===== src/rtl/riscv_pkg.sv =====
// riscv_pkg: shared definitions for the pipeline memory stage.
//   XLEN          - default datapath width
//   mem_state_e   - data-bus access FSM states (IDLE, WAIT_RESP)
//   RES_*         - ResultSrc encodings selecting the writeback value
package riscv_pkg;

    localparam int XLEN = 32;

    typedef enum logic {
        IDLE      = 1'b0,
        WAIT_RESP = 1'b1
    } mem_state_e;

    localparam logic [1:0] RES_ALU = 2'b00;
    localparam logic [1:0] RES_MEM = 2'b01;
    localparam logic [1:0] RES_PC4 = 2'b10;

endpackage


===== src/rtl/memory_stage_ex_mem_reg.sv =====
// ex_mem_reg: EX/MEM pipeline register.
// Captures the EX-stage results on every rising edge where en=1 and holds
// them otherwise; asynchronous active-low reset clears every field to 0.
// Ports:
//   clk, rst                     - clock, async active-low reset
//   en                           - load enable (0 = hold)
//   *_e                          - EX-stage values in
//   *_m                          - registered MEM-stage values out
module ex_mem_reg
    import riscv_pkg::*;
#(
    parameter int XLEN = riscv_pkg::XLEN
) (
    input  logic            clk,
    input  logic            rst,
    input  logic            en,
    input  logic            reg_write_e,
    input  logic            mem_write_e,
    input  logic [1:0]      result_src_e,
    input  logic [4:0]      rd_e,
    input  logic [XLEN-1:0] alu_result_e,
    input  logic [XLEN-1:0] write_data_e,
    input  logic [XLEN-1:0] pc_plus4_e,
    output logic            reg_write_m,
    output logic            mem_write_m,
    output logic [1:0]      result_src_m,
    output logic [4:0]      rd_m,
    output logic [XLEN-1:0] alu_result_m,
    output logic [XLEN-1:0] write_data_m,
    output logic [XLEN-1:0] pc_plus4_m
);

    always_ff @(posedge clk or negedge rst) begin
        if (!rst) begin
            reg_write_m  <= 1'b0;
            mem_write_m  <= 1'b0;
            result_src_m <= RES_ALU;
            rd_m         <= '0;
            alu_result_m <= '0;
            write_data_m <= '0;
            pc_plus4_m   <= '0;
        end else if (en) begin
            reg_write_m  <= reg_write_e;
            mem_write_m  <= mem_write_e;
            result_src_m <= result_src_e;
            rd_m         <= rd_e;
            alu_result_m <= alu_result_e;
            write_data_m <= write_data_e;
            pc_plus4_m   <= pc_plus4_e;
        end
    end

endmodule


===== src/rtl/memory_stage.sv =====
// memory_stage: MEM stage of a 5-stage RISC-V pipeline plus the MEM/WB
// register and writeback result mux.
//
// Optional feature: define MEM_MISALIGN_CHECK_EN to add output MisalignM.
// A word access whose address has bits [1:0] != 0 is then suppressed (no bus
// request, no stall) and written back as a bubble. Without the macro the low
// address bits go to the bus unchecked.
//
// Ports:
//   clk, rst             - clock, async active-low reset
//   *E                   - EX-stage results (captured into EX/MEM when StallM=0)
//   ALUResultM/RdM/RegWriteM - MEM-stage forwarding sources
//   StallM               - M access incomplete; freezes IF/ID/EX and EX/MEM
//   dmem_*               - data-bus request / response
//   RegWriteW/RdW/ResultW - writeback result and control
//   MisalignM            - misaligned access flag (MEM_MISALIGN_CHECK_EN only)
//   state_dbg            - current access FSM state
//
// Data-bus handshake: dmem_req with dmem_we/dmem_addr/dmem_wdata is held
// stable until a cycle where dmem_gnt=1; that cycle is the transfer. A store
// is finished at its grant. A load is finished by a later single-cycle
// dmem_rvalid carrying dmem_rdata; rvalid is only honoured in WAIT_RESP.
module memory_stage
    import riscv_pkg::*;
#(
    parameter int XLEN = riscv_pkg::XLEN
) (
    input  logic            clk,
    input  logic            rst,
    input  logic            RegWriteE,
    input  logic            MemWriteE,
    input  logic [1:0]      ResultSrcE,
    input  logic [4:0]      RdE,
    input  logic [XLEN-1:0] ALUResultE,
    input  logic [XLEN-1:0] WriteDataE,
    input  logic [XLEN-1:0] PCPlus4E,
    output logic [XLEN-1:0] ALUResultM,
    output logic [4:0]      RdM,
    output logic            RegWriteM,
    output logic            StallM,
    output logic            dmem_req,
    output logic            dmem_we,
    output logic [XLEN-1:0] dmem_addr,
    output logic [XLEN-1:0] dmem_wdata,
    input  logic            dmem_gnt,
    input  logic            dmem_rvalid,
    input  logic [XLEN-1:0] dmem_rdata,
    output logic            RegWriteW,
    output logic [4:0]      RdW,
    output logic [XLEN-1:0] ResultW,
`ifdef MEM_MISALIGN_CHECK_EN
    output logic            MisalignM,
`endif
    output mem_state_e      state_dbg
);

    // EX/MEM register
    logic            MemWriteM;
    logic [1:0]      ResultSrcM;
    logic [XLEN-1:0] WriteDataM;
    logic [XLEN-1:0] PCPlus4M;
    logic            ex_mem_en;

    assign ex_mem_en = !StallM;

    ex_mem_reg #(.XLEN(XLEN)) u_ex_mem (
        .clk          (clk),
        .rst          (rst),
        .en           (ex_mem_en),
        .reg_write_e  (RegWriteE),
        .mem_write_e  (MemWriteE),
        .result_src_e (ResultSrcE),
        .rd_e         (RdE),
        .alu_result_e (ALUResultE),
        .write_data_e (WriteDataE),
        .pc_plus4_e   (PCPlus4E),
        .reg_write_m  (RegWriteM),
        .mem_write_m  (MemWriteM),
        .result_src_m (ResultSrcM),
        .rd_m         (RdM),
        .alu_result_m (ALUResultM),
        .write_data_m (WriteDataM),
        .pc_plus4_m   (PCPlus4M)
    );

    // Access decode. A store takes priority if both encodings appear.
    logic is_store;
    logic is_load;
    logic access;
    logic misalign;
    logic pending;

    assign is_store = MemWriteM;
    assign is_load  = (ResultSrcM == RES_MEM) && !MemWriteM;
    assign access   = is_store || is_load;

`ifdef MEM_MISALIGN_CHECK_EN
    assign misalign  = access && (ALUResultM[1:0] != 2'b00);
    assign MisalignM = misalign;
`else
    assign misalign  = 1'b0;
`endif

    // A misaligned access never reaches the bus.
    assign pending = access && !misalign;

    // Access FSM
    mem_state_e state;
    mem_state_e state_next;
    logic       store_done;
    logic       load_done;

    always_ff @(posedge clk or negedge rst) begin
        if (!rst) begin
            state <= IDLE;
        end else begin
            state <= state_next;
        end
    end

    always_comb begin
        state_next = state;
        dmem_req   = 1'b0;
        store_done = 1'b0;
        load_done  = 1'b0;
        case (state)
            IDLE: begin
                if (pending) begin
                    dmem_req = 1'b1;
                    if (dmem_gnt) begin
                        if (is_store) begin
                            store_done = 1'b1;
                        end else begin
                            state_next = WAIT_RESP;
                        end
                    end
                end
            end
            WAIT_RESP: begin
                // EX/MEM is frozen here, so the load is still the M instruction.
                if (dmem_rvalid) begin
                    load_done  = 1'b1;
                    state_next = IDLE;
                end
            end
            default: state_next = IDLE;
        endcase
    end

    assign state_dbg  = state;
    assign StallM     = pending && !(store_done || load_done);
    assign dmem_we    = dmem_req && MemWriteM;
    assign dmem_addr  = ALUResultM;
    assign dmem_wdata = WriteDataM;

    // MEM/WB register
    logic [1:0]      ResultSrcW;
    logic [XLEN-1:0] ALUResultW;
    logic [XLEN-1:0] ReadDataW;
    logic [XLEN-1:0] PCPlus4W;

    always_ff @(posedge clk or negedge rst) begin
        if (!rst) begin
            RegWriteW  <= 1'b0;
            RdW        <= '0;
            ResultSrcW <= RES_ALU;
            ALUResultW <= '0;
            ReadDataW  <= '0;
            PCPlus4W   <= '0;
        end else begin
            if (StallM) begin
                // Bubble: only the write enable matters downstream.
                RegWriteW <= 1'b0;
            end else begin
                RegWriteW  <= RegWriteM && !misalign;
                RdW        <= RdM;
                ResultSrcW <= ResultSrcM;
                ALUResultW <= ALUResultM;
                PCPlus4W   <= PCPlus4M;
            end
            if (load_done) begin
                ReadDataW <= dmem_rdata;
            end
        end
    end

    always_comb begin
        ResultW = '0;
        case (ResultSrcW)
            RES_ALU: ResultW = ALUResultW;
            RES_MEM: ResultW = ReadDataW;
            RES_PC4: ResultW = PCPlus4W;
            default: ResultW = '0;
        endcase
    end

endmodule


===== config.mk =====
export PLATFORM = sky130hd
export DESIGN_NAME = memory_stage
export DESIGN_NICKNAME = d
export VERILOG_FILES = /design/src/rtl/riscv_pkg.sv /design/src/rtl/memory_stage_ex_mem_reg.sv /design/src/rtl/memory_stage.sv
export SDC_FILE = /design/constraint.sdc
export NUM_CORES = 1
export LEC_CHECK = 0
export ABC_AREA = 1
export CAP_MARGIN = 30
export CORE_ASPECT_RATIO = 1.2
export CORE_UTILIZATION = 47
export CTS_CLUSTER_DIAMETER = 100
export DETAILED_ROUTE_END_ITERATION = 6
export GPL_TIMING_DRIVEN = 1
export MAX_ROUTING_LAYER = met4
export PLACE_DENSITY = 0.8
export SLEW_MARGIN = 20
export SYNTH_ARGS = -nofsm -noshare
export SYNTH_HDL_FRONTEND = slang
export SYNTH_SLANG_ARGS = --single-unit

===== constraint.sdc =====
create_clock -name clk -period 1.6 [get_ports clk]
set_input_delay 0.24 -clock clk [delete_from_list [all_inputs] [get_ports clk]]
set_output_delay 0.24 -clock clk [all_outputs]
set_load 0.01 [all_outputs]

-- Word-level counts from Yosys, hierarchy flattened
Cells that the tools add are included.
- bits of input ports: 141
- register bits: 210
- word-level logic and storage cells: 41
- bitwise gates (word level): 1
- reductions and logical operators: 8
- mux-type cells: 15
- equal/unequal tests: 3
- operators with widths (cell ; number):
    one-hot mux 32 bit (3 select lines) ; 1
    2-to-1 mux 1 bit ; 13
    equality test 2 x 1 -> 1 bit (second input constant) ; 2
    logical AND 1 bit ; 3
    equality test 2 bit (second input constant) ; 1
    zero test 1 bit ; 2
    zero test 2 bit ; 1
    logical OR 1 bit ; 2
    one-hot mux 1 bit (2 select lines) ; 1
    inverter 1 bit ; 1

-- Depth between registers and ports, before layout
- depth after elaboration: 9
- depth in mapped cells: 8

-- Cells and area by module
A second synthesis with hierarchy kept.
- cell total of the unflattened synthesis: 1088
- area total of the unflattened synthesis: 9126.3 um2
- by module, submodules not included (module ; sequential area each (um2) ; instances ; area an instance (um2) ; cells an instance):
    memory_stage ; 2627.5 ; 1 ; 5147.4 ; 644
    ex_mem_reg ; 2627.5 ; 1 ; 3978.8 ; 444

-- Least setup slack after synthesis
No wires, ideal clock.
- kind: reg2out
- start point: register ResultSrcW[1]
- end point: output ResultW[0]
- stages on the path, launching flop included: 5
- required time: 1.360 ns
- path buffers: 1
- path slack: 0.280 ns
- arrival: 1.080 ns
- cell sequence: dfrtp_1 > nor2_1 > clkbuf_1 > nand2_1 > nand3_1
- cells in the longest elaborated chain, start to end: 2
- elaborated cells between the ends (all ways): 4
- ends and longest elaborated chain (item ; RTL line ; RTL):
    start, declared ; memory_stage.sv:157 ; logic [1:0] ResultSrcW;
    start signal, assigned ; memory_stage.sv:177 ; ResultSrcW <= ResultSrcM;
    equality test 2 bit, or another cell as far along ; memory_stage.sv:189 ; case (ResultSrcW)
    one-hot mux 32 bit (3 select lines) (*) ; memory_stage.sv:189 ;
    end, declared ; memory_stage.sv:50 ; output logic [XLEN-1:0] ResultW,
Mark *: on every way between the ends. The rest lies on a longest branch, timed or not.

-- Final worst setup path
- start point: register ResultSrcW[1]
- end point: output ResultW[27]
Same word-level chain as after synthesis.

==> reports/qor.yml <==
fp.dieH_um: 157
synth_top_area_frac: 0.558
synth_xor_area_frac: 0
synthCells: 1112
gp_congestion: 0.854
tns_ns: -11.84
min_period_ns: 2.03
final_cells: 1671
grt_overflow: 0
rsz0062_at_grt: "yes"
post-place-cells: 1576
yosys.area.top_type: "dfrtp_1"
worstHoldPathType: "input pin to register"
dpl_cell_area_sq_um: 12600
wl_per_cell_um: 19.1
area_growth_pct: 49.6
vias: 9410
rows: 56
path_class: "register to output pin"
insertion_delay_ns: 0.50
dp.final_hpwl_mm: 19.4
synthAdderAreaFrac: 0
r2r-end: "ALUResultW[24]$_DFFE_PN0N_"
path_max_fanout: 7
postLayoutSetupSlackWorst_ns: -0.426
power_mw: 33.1
cts_tree: "built"
grt_pass1_vias: 9315
r2r-start: "u_ex_mem.mem_write_m$_DFFE_PN0N_"
powerDensity_nw_per_um2: 2350
synth_nets: 1253
antenna_left: 0
worstHoldStart: "dmem_rvalid"
cellLeakagePower_nw: 7.33
critPathLaunch: "ResultSrcW[1]$_DFFE_PN0N_"
status: "finished, violations left"
slowest_delay_ns: 0.41
syn_avg_cell_area_sq_um: 8.48
hold_violations: 0
finalMaxSlewViolations: 0
worstPathRequired_ns: 1.36
ff_latch_area_sq_um: 5270
path_cells: "buf_6 -> nor2_4 -> buf_12 -> buf_12 -> buf_8 -> nand2_2 -> nand3_2 -> buf_6"
holdPathEnd: "RegWriteW$_DFF_PN0_"
max_slew_margin: 0.697
design_area_sq_um: 14100
synth_compound_area_frac: 0.000531
end_kind: "output pin"
routed_wl_mm: 32.0
cts.sinks: 210
cts_root_buffer: "clkbuf_16"
die_area_sq_um: 20600
core_sq_um: 19600
multi_input_area_sq_um: 3740
maxCapViolCount: 0
initial_core_util: 0.480
vias_per_cell: 5.63
cp-start-kind: "register"
clock_tree.buffer_depth: 3
cts_buffers: 21
ys_types: 16
drt_iter0_markers: 715
antenna_found_initial: 2
fin_nets: 1535
layout.cells.most_common: "nand2_1"
ios: 285
synth-simple-area-share: 0.363
grt_pass1_wl_mm: 49.5
grt_max_degree: 71
drtPass1Iterations: 5
worst_ep_arrival_time_ns: 1.79
io_buffers: 284
failed_checks: "setup timing"
die_w_um: 131
cpMaxStageDelayCell: "dfrtp_1"
fin_crit_sh: 1.27
most-common-layout-cells: "480 x nand2_1, 201 x dfrtp_1, 177 x nand4_1, 138 x clkdlybuf4s50_1, 104 x dlygate4sd2_1"
fin_skew_ns: 0.0210
clkTransAtPathRegs_ns: 0.07
track_usage: 0.313
r2r_slack_ns: 0.05
yosysSeqAreaShare: 0.558
drc: 0
h-tree-depth: 1
muxShareOfSynthArea: 0
yosys_warnings: 0
ys_top_cells_by_area: "dfrtp_1 56%, nand2_1 20%, nand4_1 12%"
fillers: 1491
max-vdd-ir-drop_uv: 1240
worstHoldPathCells: 5
worstMarginPinSlew_ns: 0.454
reg2reg_depth: 6
final_layout_size_suffix_gt1_frac: 0.181
ys_ff_latch: 210
setup_viol: 33
fmax_mhz: 494
synth_top_family_by_area: "simple AND/OR/NAND/NOR gates"
syn_area_sq_um: 9430
worst max-delay path by stage:
stage | endpoint | cells after the start
finish | ResultW[27] | 8
global route | ResultW[30] | 8
CTS | ResultW[1] | 7
detailed placement | ResultW[31] | 6
global placement | ResultW[31] | 6
floorplan | ResultW[0] | 4
what timing repair did:
item / 4_1_cts / 5_1_grt
setup endpoints to repair: 147 / 179
gates cloned: 4 / 3
pin swaps: 21 / 9
setup buffers: 48 / 7
resized for setup: 357 / 61
hold buffers: 1 / 0
hold endpoints to repair: 64 / 0
sequential cells by signal, summed over array words and instances (netlist names):
register / cells
u_ex_mem.pc_plus4_m: 32
ResultSrcW: 2
u_ex_mem.write_data_m: 32
RdW: 5
u_ex_mem.result_src_m: 2
u_ex_mem.rd_m: 5
PCPlus4W: 32
state_dbg: 1
u_ex_mem.reg_write_m: 1
ReadDataW: 32
u_ex_mem.mem_write_m: 1
u_ex_mem.alu_result_m: 32
RegWriteW: 1
ALUResultW: 32
cells by family after synthesis:
group,Yosys count
and+or+nand+nor,765
buffers and inverters,136
AOI/OAI and AO/OA,1
DFF,210
power breakdown:
| group | internal [mW] | switching (mW) | leakage (nW) |
|---|---|---|---|
| sequential | 8.05 | 1.91 | 2.56 |
| clock | 3.36 | 2.05 | 0.365 |
| combinational | 7.84 | 9.86 | 4.40 |
cell usage after synthesis (all sizes together):
library cell / instances
buf: 102
nand2: 516
nand4: 177
nand3: 66
dfrtp: 210
or2: 1
inv: 7
clkbuf: 27
a21oi: 1
nor2: 5
layer usage:
metal  wire length [um]  GRT usage  up-vias
met5                  0          -        -
met4               1270      0.123        0
met3               2220     0.0396       87
met2              16900      0.560      485
met1              11600      0.360     4599
li1                   -          -     4239
through the flow:
step / hold WS (ns) / setup slack (ns) / util
2_1_floorplan: -0.0556 / 0.280 / -
3_3_place_gp: 0.193 / -0.268 / 0.640
3_5_place_dp: 0.180 / -0.303 / 0.640
4_1_cts: 0.143 / -0.392 / 0.707
5_1_grt: 0.176 / -0.481 / 0.719
6_report: 0.165 / -0.426 / 0.719
layout make-up:
cell class | count | share of cell area
clock inverter | 8 | 0.0119
clock buffer | 29 | 0.0415
sequential | 210 | 0.374
multi-input combinational | 766 | 0.266
timing repair buffer | 388 | 0.282
tap | 261 | 0.0232
inverter | 7 | 0.00204
antenna | 2 | 0.000355
worst max-delay path: cells and delay by family (launching register included):
kind                   cells  cell delay (ns)
buffers and inverters      5             0.63
flip-flops                 1             0.41
AND/OR/NAND/NOR            3             0.25
(Power assumes the default switching activity.)
